**src/rtl/calc_pkg.sv**
```systemverilog
// Shared key codes, operation and FSM state types for the hex calculator controller.
package calc_pkg;

  localparam logic [4:0] KEY_EQ   = 5'd16;
  localparam logic [4:0] KEY_BKSP = 5'd17;
  localparam logic [4:0] KEY_SUB  = 5'd18;
  localparam logic [4:0] KEY_ADD  = 5'd19;
  localparam logic [4:0] KEY_MUL  = 5'd20;
  localparam logic [4:0] KEY_CLR  = 5'd21;

  typedef enum logic [1:0] {
    OP_NONE = 2'd0,
    OP_ADD  = 2'd1,
    OP_SUB  = 2'd2,
    OP_MUL  = 2'd3
  } op_t;

  typedef enum logic {
    ST_IDLE = 1'b0,
    ST_MUL  = 1'b1
  } state_t;

  function automatic logic is_op_key(input logic [4:0] k);
    return (k == KEY_ADD) || (k == KEY_SUB) || (k == KEY_MUL);
  endfunction

  function automatic op_t key_to_op(input logic [4:0] k);
    op_t o;
    case (k)
      KEY_ADD: o = OP_ADD;
      KEY_SUB: o = OP_SUB;
      KEY_MUL: o = OP_MUL;
      default: o = OP_NONE;
    endcase
    return o;
  endfunction

endpackage

```
**src/rtl/mul_shiftadd.sv**
```systemverilog
// Iterative shift-add multiplier: one multiplier bit per cycle, WIDTH cycles per product.
// The start edge already folds in bit 0; done is high for the cycle after the last bit.
module mul_shiftadd #(
  parameter int WIDTH = 32
) (
  input  logic             clk,
  input  logic             reset,
  input  logic             start,
  input  logic [WIDTH-1:0] a,
  input  logic [WIDTH-1:0] b,
  output logic             done,
  output logic [WIDTH-1:0] product,
  output logic             hi_nz
);

  localparam int CW = $clog2(WIDTH) + 1;

  logic [2*WIDTH-1:0] acc_q, acc_d;
  logic [2*WIDTH-1:0] mcand_q, mcand_d;
  logic [WIDTH-1:0]   mplier_q, mplier_d;
  logic [CW-1:0]      cnt_q, cnt_d;
  logic               active_q, active_d;

  always_ff @(posedge clk or negedge reset) begin
    if (!reset) begin
      acc_q    <= '0;
      mcand_q  <= '0;
      mplier_q <= '0;
      cnt_q    <= '0;
      active_q <= 1'b0;
    end else begin
      acc_q    <= acc_d;
      mcand_q  <= mcand_d;
      mplier_q <= mplier_d;
      cnt_q    <= cnt_d;
      active_q <= active_d;
    end
  end

  always_comb begin
    acc_d    = acc_q;
    mcand_d  = mcand_q;
    mplier_d = mplier_q;
    cnt_d    = cnt_q;
    active_d = active_q;
    done     = active_q && (cnt_q == CW'(WIDTH));
    if (start) begin
      acc_d    = b[0] ? {{WIDTH{1'b0}}, a} : '0;
      mcand_d  = {{(WIDTH-1){1'b0}}, a, 1'b0};
      mplier_d = b >> 1;
      cnt_d    = CW'(1);
      active_d = 1'b1;
    end else if (done) begin
      active_d = 1'b0;
    end else if (active_q) begin
      if (mplier_q[0]) acc_d = acc_q + mcand_q;
      mcand_d  = mcand_q << 1;
      mplier_d = mplier_q >> 1;
      cnt_d    = cnt_q + CW'(1);
    end
  end

  assign product = acc_q[WIDTH-1:0];
  assign hi_nz   = |acc_q[2*WIDTH-1:WIDTH];

endmodule

```
**src/rtl/calc_ctrl.sv**
```systemverilog
// Key-driven sequencing controller: key decode, entry/saved/op registers and IDLE/MUL FSM.
// Handshake: a key is taken on a rising edge when key_valid && key_ready; key_ready depends on state only.
module calc_ctrl
  import calc_pkg::*;
#(
  parameter int WIDTH = 32
) (
  input  logic             clk,
  input  logic             reset,
  input  logic             key_valid,
  input  logic [4:0]       key,
  output logic             key_ready,
  output logic             key_drop,
  output logic [WIDTH-1:0] entry,
  output logic [WIDTH-1:0] saved,
  output logic             displaysaved,
  output logic             busy,
  output logic             overflow
);

  state_t           state_q, state_d;
  op_t              op_q, op_d;
  logic [WIDTH-1:0] entry_q, entry_d;
  logic [WIDTH-1:0] saved_q, saved_d;
  logic             ds_q, ds_d;
  logic             eq_q, eq_d;
  logic             ovf_q, ovf_d;
  logic             key_drop_q, key_drop_d;
  logic [4:0]       pend_q, pend_d;

  logic             mul_start, mul_done, mul_hi_nz;
  logic [WIDTH-1:0] mul_prod;

  logic [WIDTH:0]   sum_w, diff_w;
  logic [WIDTH-1:0] apply_res;
  logic             apply_ovf;
  logic             needs_apply;

  logic             commit_en, commit_apply, commit_ovf;
  logic [4:0]       commit_key;
  logic [WIDTH-1:0] commit_val;

  mul_shiftadd #(.WIDTH(WIDTH)) u_mul (
    .clk     (clk),
    .reset   (reset),
    .start   (mul_start),
    .a       (saved_q),
    .b       (entry_q),
    .done    (mul_done),
    .product (mul_prod),
    .hi_nz   (mul_hi_nz)
  );

  always_ff @(posedge clk or negedge reset) begin
    if (!reset) begin
      state_q    <= ST_IDLE;
      op_q       <= OP_NONE;
      entry_q    <= '0;
      saved_q    <= '0;
      ds_q       <= 1'b0;
      eq_q       <= 1'b0;
      ovf_q      <= 1'b0;
      key_drop_q <= 1'b0;
      pend_q     <= '0;
    end else begin
      state_q    <= state_d;
      op_q       <= op_d;
      entry_q    <= entry_d;
      saved_q    <= saved_d;
      ds_q       <= ds_d;
      eq_q       <= eq_d;
      ovf_q      <= ovf_d;
      key_drop_q <= key_drop_d;
      pend_q     <= pend_d;
    end
  end

  // Single-cycle apply() for NONE/ADD/SUB; MUL results come from the multiplier.
  always_comb begin
    sum_w     = {1'b0, saved_q} + {1'b0, entry_q};
    diff_w    = {1'b0, saved_q} - {1'b0, entry_q};
    apply_res = entry_q;
    apply_ovf = 1'b0;
    case (op_q)
      OP_ADD: begin
        apply_res = sum_w[WIDTH-1:0];
        apply_ovf = sum_w[WIDTH];
      end
      OP_SUB: begin
        apply_res = diff_w[WIDTH-1:0];
        apply_ovf = diff_w[WIDTH];
      end
      default: ;
    endcase
  end

  assign needs_apply = (key == KEY_EQ) || (is_op_key(key) && !eq_q);

  always_comb begin
    state_d      = state_q;
    op_d         = op_q;
    entry_d      = entry_q;
    saved_d      = saved_q;
    ds_d         = ds_q;
    eq_d         = eq_q;
    ovf_d        = ovf_q;
    pend_d       = pend_q;
    key_drop_d   = key_valid && (state_q != ST_IDLE);
    mul_start    = 1'b0;
    commit_en    = 1'b0;
    commit_apply = 1'b0;
    commit_ovf   = 1'b0;
    commit_key   = key;
    commit_val   = apply_res;

    case (state_q)
      ST_IDLE: begin
        if (key_valid) begin
          if (!key[4]) begin
            if (eq_q) begin
              entry_d = {{(WIDTH-4){1'b0}}, key[3:0]};
              saved_d = '0;
              op_d    = OP_NONE;
              ds_d    = 1'b0;
              eq_d    = 1'b0;
              ovf_d   = 1'b0;
            end else begin
              if (entry_q[WIDTH-1 -: 4] == 4'h0) entry_d = {entry_q[WIDTH-5:0], key[3:0]};
              ds_d = 1'b0;
            end
          end else if (key == KEY_BKSP) begin
            if (!ds_q) entry_d = entry_q >> 4;
          end else if (key == KEY_CLR) begin
            op_d    = OP_NONE;
            entry_d = '0;
            saved_d = '0;
            ds_d    = 1'b0;
            eq_d    = 1'b0;
            ovf_d   = 1'b0;
          end else if (key == KEY_EQ || is_op_key(key)) begin
            if (needs_apply && op_q == OP_MUL) begin
              // Defer the whole commit until the product is ready.
              mul_start = 1'b1;
              pend_d    = key;
              state_d   = ST_MUL;
            end else begin
              commit_en    = 1'b1;
              commit_apply = needs_apply;
              commit_ovf   = apply_ovf;
            end
          end
        end
      end
      ST_MUL: begin
        if (mul_done) begin
          commit_en    = 1'b1;
          commit_apply = 1'b1;
          commit_key   = pend_q;
          commit_val   = mul_prod;
          commit_ovf   = mul_hi_nz;
          state_d      = ST_IDLE;
        end
      end
      default: state_d = ST_IDLE;
    endcase

    if (commit_en) begin
      if (commit_apply) begin
        saved_d = commit_val;
        ovf_d   = ovf_q | commit_ovf;
      end
      ds_d = 1'b1;
      if (commit_key == KEY_EQ) begin
        eq_d = 1'b1;
      end else begin
        op_d    = key_to_op(commit_key);
        entry_d = '0;
        eq_d    = 1'b0;
      end
    end
  end

  assign key_ready    = (state_q == ST_IDLE);
  assign busy         = (state_q == ST_MUL);
  assign key_drop     = key_drop_q;
  assign entry        = entry_q;
  assign saved        = saved_q;
  assign displaysaved = ds_q;
  assign overflow     = ovf_q;

endmodule

```
**config.mk**
```make
export PLATFORM = sky130hd
export DESIGN_NAME = calc_ctrl
export DESIGN_NICKNAME = d
export VERILOG_FILES = /design/src/rtl/calc_pkg.sv /design/src/rtl/mul_shiftadd.sv /design/src/rtl/calc_ctrl.sv
export SDC_FILE = /design/constraint.sdc
export NUM_CORES = 1
export LEC_CHECK = 0
export BUFFER_PORTS_ARGS = -buffer_cell sky130_fd_sc_hd__buf_2
export CORE_ASPECT_RATIO = 2
export CORE_MARGIN = 2
export CORE_UTILIZATION = 60
export DETAILED_ROUTE_END_ITERATION = 16
export PLACE_DENSITY = 0.78
export REMOVE_ABC_BUFFERS = 1
export SYNTH_ARGS = -nofsm -noshare
export SYNTH_HDL_FRONTEND = slang
export SYNTH_SLANG_ARGS = --single-unit
```
**constraint.sdc**
```tcl
create_clock -name clk -period 5.5 [get_ports clk]
set_clock_uncertainty 0.1 [all_clocks]
set_input_delay 1.1 -clock clk [delete_from_list [all_inputs] [get_ports clk]]
set_output_delay 1.1 -clock clk [all_outputs]
set_load 0.02 [all_outputs]
```
==> results.cfg, run 1 <==
[run_status]
status = finished, violations left
failed_checks = capacitance limit

[clock_tree]
worstSkewPairLatency_ns = 0.57
cts_hold_buffers = 0
cts_tree = done
post-cts-setup-buffer-count = 0
cts_num_sinks = 241
clk_transition_reported_paths_ns = 0.07
tritoncts.num_buffers = 24
htreeDepth = 1
post_cts_resize_count = 0
cts_root_buf = sky130_fd_sc_hd__clkbuf_16
max-clock-path-buffers = 3

[sta]
min_period_ns = 4.24
timing_hold_violations_final = 0
finalSetupViolCount = 0
rsz_0062_raised_after_global_routing = false
timing_worst_slew_pin_value_ns = 1.47
finalCritPeriodShare_pct = 77.0
fmax_ghz = 0.236
slew_headroom_pct = 1.17
final_max_slew_viol_count = 0

[synth]
synth_area_um2 = 18300
synth.avg_cell_area_um2 = 7.73
yosys.area.top_type = sky130_fd_sc_hd__dfrtp_1
most_used_dff_post_synth = sky130_fd_sc_hd__dfrtp_1
ys_seq_area_share_pct = 33.0
synth.area.top_cells = sky130_fd_sc_hd__dfrtp_1, sky130_fd_sc_hd__ha_1, sky130_fd_sc_hd__a21oi_1, sky130_fd_sc_hd__nand2_1, sky130_fd_sc_hd__nor2_1
postSynthRegisterBits = 241
synth_warnings = 0
postSynthCellCount = 2363
netlist-cell-type-count = 80
post_synth_top_area_share_pct = 33.0
synth_enable_flop_cells = 0
async_reset_ff_share_pct = 100

[placed_design]
detailed_placement_hpwl_mm = 48.7
place.port_buffers = 76
placement.cell_area_um2 = 19000
routabilityCongestion = 1.04

[floorplanning]
ioPinCount = 77
core.rowCount = 90
die_y_um = 251
initial_utilization_pct = 60.8
fp.dieArea_um2 = 32000
fp.dieW_um = 127
core_um2 = 30100

[grt]
gr-total-overflow = 0
global_route_wire_length_before_repair_mm = 106
grt_usage_pct = 43.4
number_of_antenna_violations_at_the_first_check_in_global_routing = 3
largest_net_degree_at_the_start_of_global_routing = 152
vias_in_the_first_global_route = 19100

[power_and_ir_drop]
cellLeakagePower_nw = 9.24
ir_drop_mv = 0.314
powerDensity_nw_per_um2 = 231
total_power_mw = 4.57

[route]
detail_route.wl_per_cell_um = 25.6
antenna_violating_nets_remaining = 0
routed_via_density = 6.91
drcViolationCount = 0
postRouteWirelength_mm = 70.3
detail_route.first_pass.iterations = 5
drt_iter0_markers = 1714
route.vias.total = 18900

[critical_path]
arrival_ns = 4.63
crit_path_max_fo = 33
worstPathRequired_ns = 5.90
cp-end-kind = flip-flop
worstSetupPathType = flip-flop to flip-flop
worstSetupStartpointType = flip-flop

[layout]
num-fill-cells = 2645
layout.nets = 2499
mostFrequentLayoutCell = sky130_fd_sc_hd__nand2_1
final-seq-area_um2 = 6030
post-route-cell-area_um2 = 19800
fraction_of_final_layout_cells_sized_beyond_drive_strength_1_pct = 8.26
multi_input_comb_area_um2 = 11400
final_cell_mix = sky130_fd_sc_hd__nand2_1, sky130_fd_sc_hd__a21oi_1, sky130_fd_sc_hd__nor2_1
area_growth_from_synthesis_to_layout_pct = 8.16

[flow_run]
max_capacitance_violation_total = 1

[min_path]
worst_min_delay_path_class = flip-flop to flip-flop
## worst paths after layout
kind                           start           endpoint  slack (ns)  depth (start not counted)
min                        pend_q[4]          pend_q[4]        0.37                          1
max in group asynchronous      reset    u_mul.acc_q[47]        3.67                          2
min reg2reg                pend_q[4]          pend_q[4]        0.37                          1
max reg2reg                  op_q[0]           saved[8]        1.26                          7
max                          op_q[0]           saved[8]        1.26                          7
min in group asynchronous      reset  u_mul.mplier_q[9]        0.48                          1
## registers in the layout, indices dropped and copies added, names as in the netlist, 2 cells and up
signal	flops
entry	32
op_q	2
pend_q	5
saved	32
u_mul.acc_q	64
u_mul.cnt_q	6
u_mul.mcand_q	63
u_mul.mplier_q	31
## area by class of cell
class | count | share of cell area, %
clock inverter | 7 | 0.595
tap | 368 | 2.33
timing repair buffer | 119 | 3.80
antenna | 1 | 0.0127
sequential | 241 | 30.5
inverter | 93 | 1.77
clock buffer | 34 | 3.49
multi-input combinational | 1878 | 57.5
## per-layer routing
layer	vias up	track usage (%)	share of wire [%]
li1	8482	-	-
met1	8987	41.9	32
met2	991	74.2	49
met3	471	9.92	7.5
met4	4	41.5	12
met5	-	0	0.034
## stage by stage
stage	instances	TNS (ns)	util (%)	hold WS (ns)	worst slack, ns
floorplan	2212	-36.63	-	0.325	-0.867
global placement	2699	0	63.0	0.344	1.45
detailed placement	2699	0	63.0	0.350	1.42
CTS	2740	0	65.7	0.369	1.40
global route	2740	0	65.7	0.412	0.992
finish	2741	0	65.7	0.370	1.26
## worst max-delay path: stages (launching register included)
cell,delay [ns]
sky130_fd_sc_hd__dfrtp_1,0.42
sky130_fd_sc_hd__inv_1,0.08
sky130_fd_sc_hd__ha_2,0.75
sky130_fd_sc_hd__clkinv_1,0.94
sky130_fd_sc_hd__o22ai_1,0.36
sky130_fd_sc_hd__nor2_1,0.07
sky130_fd_sc_hd__o31ai_1,1.16
sky130_fd_sc_hd__a221o_1,0.29
## power by group
| part | internal, mW | switching [mW] | leakage (nW) |
|---|---|---|---|
| Combinational | 0.285 | 0.606 | 5.76 |
| Clock | 1.01 | 0.779 | 0.396 |
| Sequential | 1.81 | 0.0815 | 3.08 |
## synth_stat cells, drive strengths merged, types with 8 or more instances
cell type / n
nor3: 36
nand2b: 16
nor4: 23
and2: 11
o211ai: 17
nor2b: 14
nand2: 373
or3: 10
inv: 90
xnor2: 48
o21ai: 106
nand3: 58
xor2: 33
dfrtp: 241
o31a: 8
a21o: 54
o21a: 10
a221oi: 21
nor2: 243
nand4: 38
buf: 17
clkbuf: 134
o31ai: 17
a32oi: 11
a22oi: 40
o21bai: 20
o22ai: 14
a211oi: 17
a31oi: 87
ha: 131
and3: 24
o221ai: 8
a21oi: 303
## logic make-up (layout without fill, tap and decap cells)
kind of cell | Yosys count | after routing | synth area share, %
fa+ha+maj | 134 | 134 | 9.30
compound gates | 789 | 789 | 27.5
mux | 7 | 7 | 0.397
buf+inv | 244 | 253 | 5.12
xor+xnor | 81 | 81 | 3.88
other cells | 0 | 1 | 0
simple gates | 867 | 867 | 20.8
flops | 241 | 241 | 33.0
Note: power is estimated with default switching activity, not from simulation.
==> inputs of run 2 (changes only) <==
Settings changed: CORE_UTILIZATION 60 to 57, PLACE_DENSITY 0.78 to 0.77.
Clock period 5.5 ns to 3.5 ns, I/O delays scaled along.
==> run 2 against run 1 <==
Net effect:
- the flow now finishes without violations
- combinational power up 110%
- global-route usage up 3.0 points
- total power up 68%
- non-clock buffer count grew 162
- clock power rose by 64%
- clock-buffer cell count did not move
- setup slack got worse by 1.2 ns
- design area rose by 8.5%
- critical path depth is 5 higher
- utilization grew 2.3 points
- sequential share of layout area shrank 2.4 points
==> results.cfg, run 2 (synthesis gave the netlist of run 1 again) <==
[power_and_ir_drop]
internal-power_mw = 5.21
powerDensity_nw_per_um2 = 359
sequentialPowerShare_pct = 37.7
comb_power_share_pct = 24.1
netSwitchingPower_mw = 2.48
total_power_mw = 7.69
cellLeakagePower_nw = 10.1
pwr-share-clk_pct = 38.1
ir_drop_mv = 0.413
power.switching_fraction_pct = 32.2

[clock_tree]
cts_hold_buffers = 0
cts_num_sinks = 241
max-clock-path-buffers = 3
tritoncts.num_buffers = 24
clk_transition_reported_paths_ns = 0.08
worstSkewPairLatency_ns = 0.60
htreeDepth = 1
cts_tree = done
cts_root_buf = sky130_fd_sc_hd__clkbuf_16

[layout]
top_regs = u_mul.acc_q x64, u_mul.mcand_q x63
post-route-cell-area_um2 = 21400
num-fill-cells = 2813
area_growth_from_synthesis_to_layout_pct = 17.4
final_cell_mix = sky130_fd_sc_hd__nand2_1, sky130_fd_sc_hd__a21oi_1, sky130_fd_sc_hd__nor2_1
largest_reg_flops = 64
registers.top_by_ff_count = u_mul.acc_q
layout.core_utilization_pct = 68.0
layout.nets = 2661
mostFrequentLayoutCell = sky130_fd_sc_hd__nand2_1
final-seq-area_um2 = 6040
fraction_of_final_layout_cells_sized_beyond_drive_strength_1_pct = 16.1
multi_input_comb_area_um2 = 11600
layoutNonFillerInstCount = 2965

[sta]
fmax_ghz = 0.289
final.setup.worst_slack_ns = 0.0418
finalCritPeriodShare_pct = 98.8
timing_worst_slew_pin_value_ns = 1.10
finalSetupViolCount = 0
timing_hold_violations_final = 0
rsz_0062_raised_after_global_routing = true
final_max_slew_viol_count = 0
min_period_ns = 3.46
final.setup.tns_ns = 0
slew_headroom_pct = 26.2
timing.hold.ws_ns = 0.0254

[grt]
gr-total-overflow = 0
vias_in_the_first_global_route = 19800
grt_usage_pct = 46.4
largest_net_degree_at_the_start_of_global_routing = 91
global_route_wire_length_before_repair_mm = 116
number_of_antenna_violations_at_the_first_check_in_global_routing = 3

[critical_path]
arrival_ns = 3.85
cp-end-kind = flip-flop
critical-path-slowest-cell = sky130_fd_sc_hd__dfrtp_1
cp_cell_sequence = ha_1, and4_1, nand3_1, nand3b_1, o32a_1, o2111a_1, buf_4, nor2_2, a31oi_2, o31ai_4, mux2i_1, mux2i_1
dominant_cell_type_by_count_on_the_critical_path = sky130_fd_sc_hd__mux2i_1
timing.critical_path.slowest_cell_delay_ns = 0.42
timing.reg2reg.setup_slack_ns = 0.04
crit_buf_inv = 1
worstPathRequired_ns = 3.89
worstSetupStartpointType = flip-flop
path_delay_family = simple AND/OR/NAND/NOR gates
worstSetupPathType = flip-flop to flip-flop
crit_path_max_fo = 6

[route]
detail_route.first_pass.iterations = 6
postRouteWirelength_mm = 76.9
route.vias.total = 19900
detail_route.wl_per_cell_um = 25.9
antenna_violating_nets_remaining = 0
drt_iter0_markers = 1785
routed_via_density = 6.71
drcViolationCount = 0

[floorplanning]
ioPinCount = 77
fp.dieArea_um2 = 33600
initial_utilization_pct = 57.9
core.rowCount = 92
die_y_um = 257
fp.dieW_um = 131
core_um2 = 31500

[placed_design]
routabilityCongestion = 1.06
place.port_buffers = 76
pre_cts_ws_ns = -0.129
post-place-cells = 2904
placement.cell_area_um2 = 20200
detailed_placement_hpwl_mm = 54.1

[flow_run]
max_capacitance_violation_total = 0

[run_status]
status = finished, final reports clean

[min_path]
worst_min_delay_path_class = primary input to async pin
[run 2: changes by cell type in the layout (fill, tap and decap cells not counted), moves of 4 or more]
cell / change
sky130_fd_sc_hd__nor3_2: +4
sky130_fd_sc_hd__dfrtp_1: -5
sky130_fd_sc_hd__a21oi_1: -5
sky130_fd_sc_hd__diode_2: +6
sky130_fd_sc_hd__o31ai_1: -4
sky130_fd_sc_hd__buf_4: +154
sky130_fd_sc_hd__buf_12: +6
sky130_fd_sc_hd__a21oi_2: +5
sky130_fd_sc_hd__dfrtp_2: +5
sky130_fd_sc_hd__nor3_1: -4
[run 2: path summary, 6_finish.rpt]
path                                   start                end  cells past startpoint
max                        u_mul.mcand_q[41]    u_mul.acc_q[63]                     12
min                                    reset  u_mul.mplier_q[9]                      1
max reg2reg                u_mul.mcand_q[41]    u_mul.acc_q[63]                     12
min reg2reg                        pend_q[4]          pend_q[4]                      1
max in group asynchronous              reset          saved[22]                      2
min in group clk                   key_valid           key_drop                      2
[run 2: layout make-up]
cell class                      count  share of cell area (%)
Antenna cell                        7                  0.0817
Clock buffer                       34                    3.31
Clock inverter                      8                   0.654
Inverter                           93                    1.64
Multi-Input combinational cell   1878                    54.1
Sequential cell                   241                    28.2
Tap cell                          423                    2.47
Timing Repair Buffer              281                    9.56
[run 2: worst reg2reg max path, delay by kind of cell, from the launching register on]
family	cells	cell delay (ns)
AND/OR/NAND/NOR	4	0.92
AO/OA/AOI/OAI	4	0.84
multiplexers	2	0.48
flip-flops	1	0.42
adder cells (fa/ha/maj)	1	0.42
buffers and inverters	1	0.17
[run 2: timing repair]
| action | 4_1_cts | 5_1_grt |
|---|---|---|
| buffers inserted | 0 | 12 |
| endpoints found under the hold margin | 0 | 0 |
| pin swaps | 3 | 19 |
| endpoints found under the setup margin | 5 | 37 |
| gates resized for setup | 8 | 53 |
[run 2: power groups by stage]
stage / clock (mW) / combinational [mW] / sequential (mW)
floorplan: 0 / 0.754 / 3.05
global placement: 0 / 1.65 / 2.94
detailed placement: 0 / 1.67 / 2.94
CTS: 2.91 / 1.69 / 2.89
global route: 3.05 / 1.96 / 2.90
finish: 2.93 / 1.86 / 2.90
[run 2: metal layers]
metal | up-vias | track usage, % | part of all wire, %
li1 | 8787 | - | -
met1 | 9523 | 43.5 | 30
met2 | 1067 | 75.4 | 49
met3 | 517 | 17.6 | 8.8
met4 | 2 | 42.7 | 12
met5 | - | 2.48 | 0.14
==> inputs of run 3 (changes only) <==
Settings changed: CORE_ASPECT_RATIO 2 to 1.1, SETUP_SLACK_MARGIN set to 0.5.
==> run 3 against run 2 <==
Net effect:
- setup slack better by 0.11 ns
- non-clock buffer count grew 38
- utilization increased by 4.2 points
- via count increased by 0.21%
- register-to-register slack improved by 0.11 ns
- critical path depth rose by 11
- maximum frequency rose by 3.2%
- largest cell class unchanged
- largest power group unchanged
==> results.cfg, run 3 (synthesis gave the netlist of run 1 again) <==
[layout]
layoutNonFillerInstCount = 3002
final_cell_mix = sky130_fd_sc_hd__nand2_1, sky130_fd_sc_hd__a21oi_1, sky130_fd_sc_hd__nor2_1
registers.top_by_ff_count = u_mul.acc_q
antenna_cells_inserted = 0
top_regs = u_mul.acc_q x64, u_mul.mcand_q x63
multi_input_comb_area_um2 = 12400
largest_reg_flops = 64
fraction_of_final_layout_cells_sized_beyond_drive_strength_1_pct = 22.1
layout.nets = 2704
mostFrequentLayoutCell = sky130_fd_sc_hd__nand2_1
num-fill-cells = 2468
area_growth_from_synthesis_to_layout_pct = 24.4
final-seq-area_um2 = 6040
post-route-cell-area_um2 = 22700

[clock_tree]
cts_hold_buffers = 0
clk_transition_reported_paths_ns = 0.06
worstSkewPairLatency_ns = 0.59
cts_num_sinks = 241
cts_tree = done
cts_root_buf = sky130_fd_sc_hd__clkbuf_16
tritoncts.num_buffers = 29
htreeDepth = 1
max-clock-path-buffers = 3

[placed_design]
post-place-cells = 2864
routabilityCongestion = 0.989
detailed_placement_hpwl_mm = 47.8
placement.cell_area_um2 = 20000
place.port_buffers = 76

[sta]
finalCritPeriodShare_pct = 95.8
fmax_ghz = 0.298
timing_hold_violations_final = 0
finalSetupViolCount = 0
final_max_slew_viol_count = 0
final.setup.tns_ns = 0
min_period_ns = 3.35
slew_headroom_pct = 17.0
timing_worst_slew_pin_value_ns = 1.24
rsz_0062_raised_after_global_routing = true

[power_and_ir_drop]
ir_drop_mv = 0.349
powerDensity_nw_per_um2 = 358
cellLeakagePower_nw = 10.6

[critical_path]
worstPathRequired_ns = 3.92
worst_setup_path_startpoint = saved[0]
rr_startpoint = saved[0]
arrival_ns = 3.77
cp-end-kind = flip-flop
worstSetupStartpointType = flip-flop
worstRegToRegCells = 23
crit_path_max_fo = 4
worstSetupPathType = flip-flop to flip-flop

[floorplanning]
ioPinCount = 77
fp.dieW_um = 175
fp.dieArea_um2 = 33500
die_y_um = 192
initial_utilization_pct = 58.0
core.rowCount = 68
core_um2 = 31500

[grt]
global_route_wire_length_before_repair_mm = 108
vias_in_the_first_global_route = 19500
number_of_antenna_violations_at_the_first_check_in_global_routing = 0
grt_usage_pct = 40.7
largest_net_degree_at_the_start_of_global_routing = 90
gr-total-overflow = 0

[route]
postRouteWirelength_mm = 71.1
drcViolationCount = 0
detail_route.first_pass.iterations = 6
routed_via_density = 6.64
antenna_violating_nets_remaining = 0
drt_iter0_markers = 2200
route.vias.total = 19900
detail_route.wl_per_cell_um = 23.7

[flow_run]
max_capacitance_violation_total = 0

[min_path]
worst_min_delay_path_class = primary input to async pin

[run_status]
status = finished, final reports clean
-- run 3: cell types whose count changed in the layout (fill, tap and decap cells not counted), sizes merged --
cell    before  now
buf        281  319
bufinv       4    3
inv         90   91
diode        7    0
clkinv       7    9
clkbuf      34   41
-- run 3: worst max-delay path, cell delays in order (launching register included) --
cell and delay (ns):
sky130_fd_sc_hd__dfrtp_1 0.41, sky130_fd_sc_hd__inv_2 0.09, sky130_fd_sc_hd__buf_4 0.14, sky130_fd_sc_hd__buf_4 0.13, sky130_fd_sc_hd__buf_4 0.13, sky130_fd_sc_hd__buf_4 0.12, sky130_fd_sc_hd__buf_4 0.12, sky130_fd_sc_hd__buf_4 0.12
sky130_fd_sc_hd__buf_4 0.12, sky130_fd_sc_hd__buf_4 0.12, sky130_fd_sc_hd__buf_4 0.12, sky130_fd_sc_hd__buf_4 0.13, sky130_fd_sc_hd__buf_4 0.13, sky130_fd_sc_hd__buf_4 0.12, sky130_fd_sc_hd__buf_4 0.12, sky130_fd_sc_hd__buf_4 0.12
sky130_fd_sc_hd__buf_4 0.12, sky130_fd_sc_hd__buf_4 0.12, sky130_fd_sc_hd__buf_4 0.12, sky130_fd_sc_hd__buf_4 0.12, sky130_fd_sc_hd__buf_4 0.12, sky130_fd_sc_hd__buf_4 0.12, sky130_fd_sc_hd__buf_4 0.13, sky130_fd_sc_hd__o21ai_2 0.11
-- run 3: worst paths after layout --
check,slack [ns],end
worst min-delay path,0.01,u_mul.mplier_q[8]
worst min register to register,0.37,pend_q[4]
min in group clk,0.31,key_drop
max in group asynchronous,2.36,saved[6]
worst max register to register,0.15,u_mul.mcand_q[1]
worst max-delay path,0.15,u_mul.mcand_q[1]
-- run 3: repair_timing --
| action | CTS | global route |
|---|---|---|
| endpoints found under the setup margin | 56 | 56 |
| buffers inserted | 67 | 20 |
| pin swaps | 79 | 67 |
| endpoints found under the hold margin | 0 | 0 |
| cloned | 0 | 0 |
| gates resized for setup | 115 | 121 |
-- run 3: power breakdown --
group | switching [mW] | internal, mW
registers | 0.0642 | 2.84
clock network | 1.29 | 1.92
logic | 1.21 | 0.819
total | 2.56 | 5.58
-- run 3: layout make-up --
| class | instances | area share, % |
|---|---|---|
| inverters | 93 | 1.54 |
| clock buffers | 41 | 3.79 |
| flip-flops and latches | 241 | 26.6 |
| clock inverters | 10 | 0.600 |
| multi-input cells | 1878 | 54.7 |
| repair buffers | 319 | 10.5 |
| well taps | 420 | 2.31 |
-- run 3: through the flow --
stage | utilization [%] | power (mW) | hold slack (ns) | worst slack (ns)
5_1_grt | 72.2 | 8.36 | 0.0831 | -0.00793
3_5_place_dp | 63.4 | 4.51 | 0.353 | -0.132
6_report | 72.2 | 8.15 | 0.0124 | 0.148
3_3_place_gp | 63.4 | 4.49 | 0.343 | -0.0704
2_1_floorplan | - | 3.81 | 0.304 | -2.51
4_1_cts | 70.0 | 7.91 | 0.0983 | 0.198
-- run 3: metal layers --
metal | share of wire (%) | vias to the layer above | wire length (um) | track usage, %
met3 | 8.3 | 330 | 5930 | 6.45
met4 | 7.4 | 0 | 5230 | 25.5
met1 | 38 | 9578 | 27100 | 49.6
met5 | 0 | - | 0 | 0
li1 | - | 8898 | - | -
met2 | 46 | 1131 | 32900 | 67.8
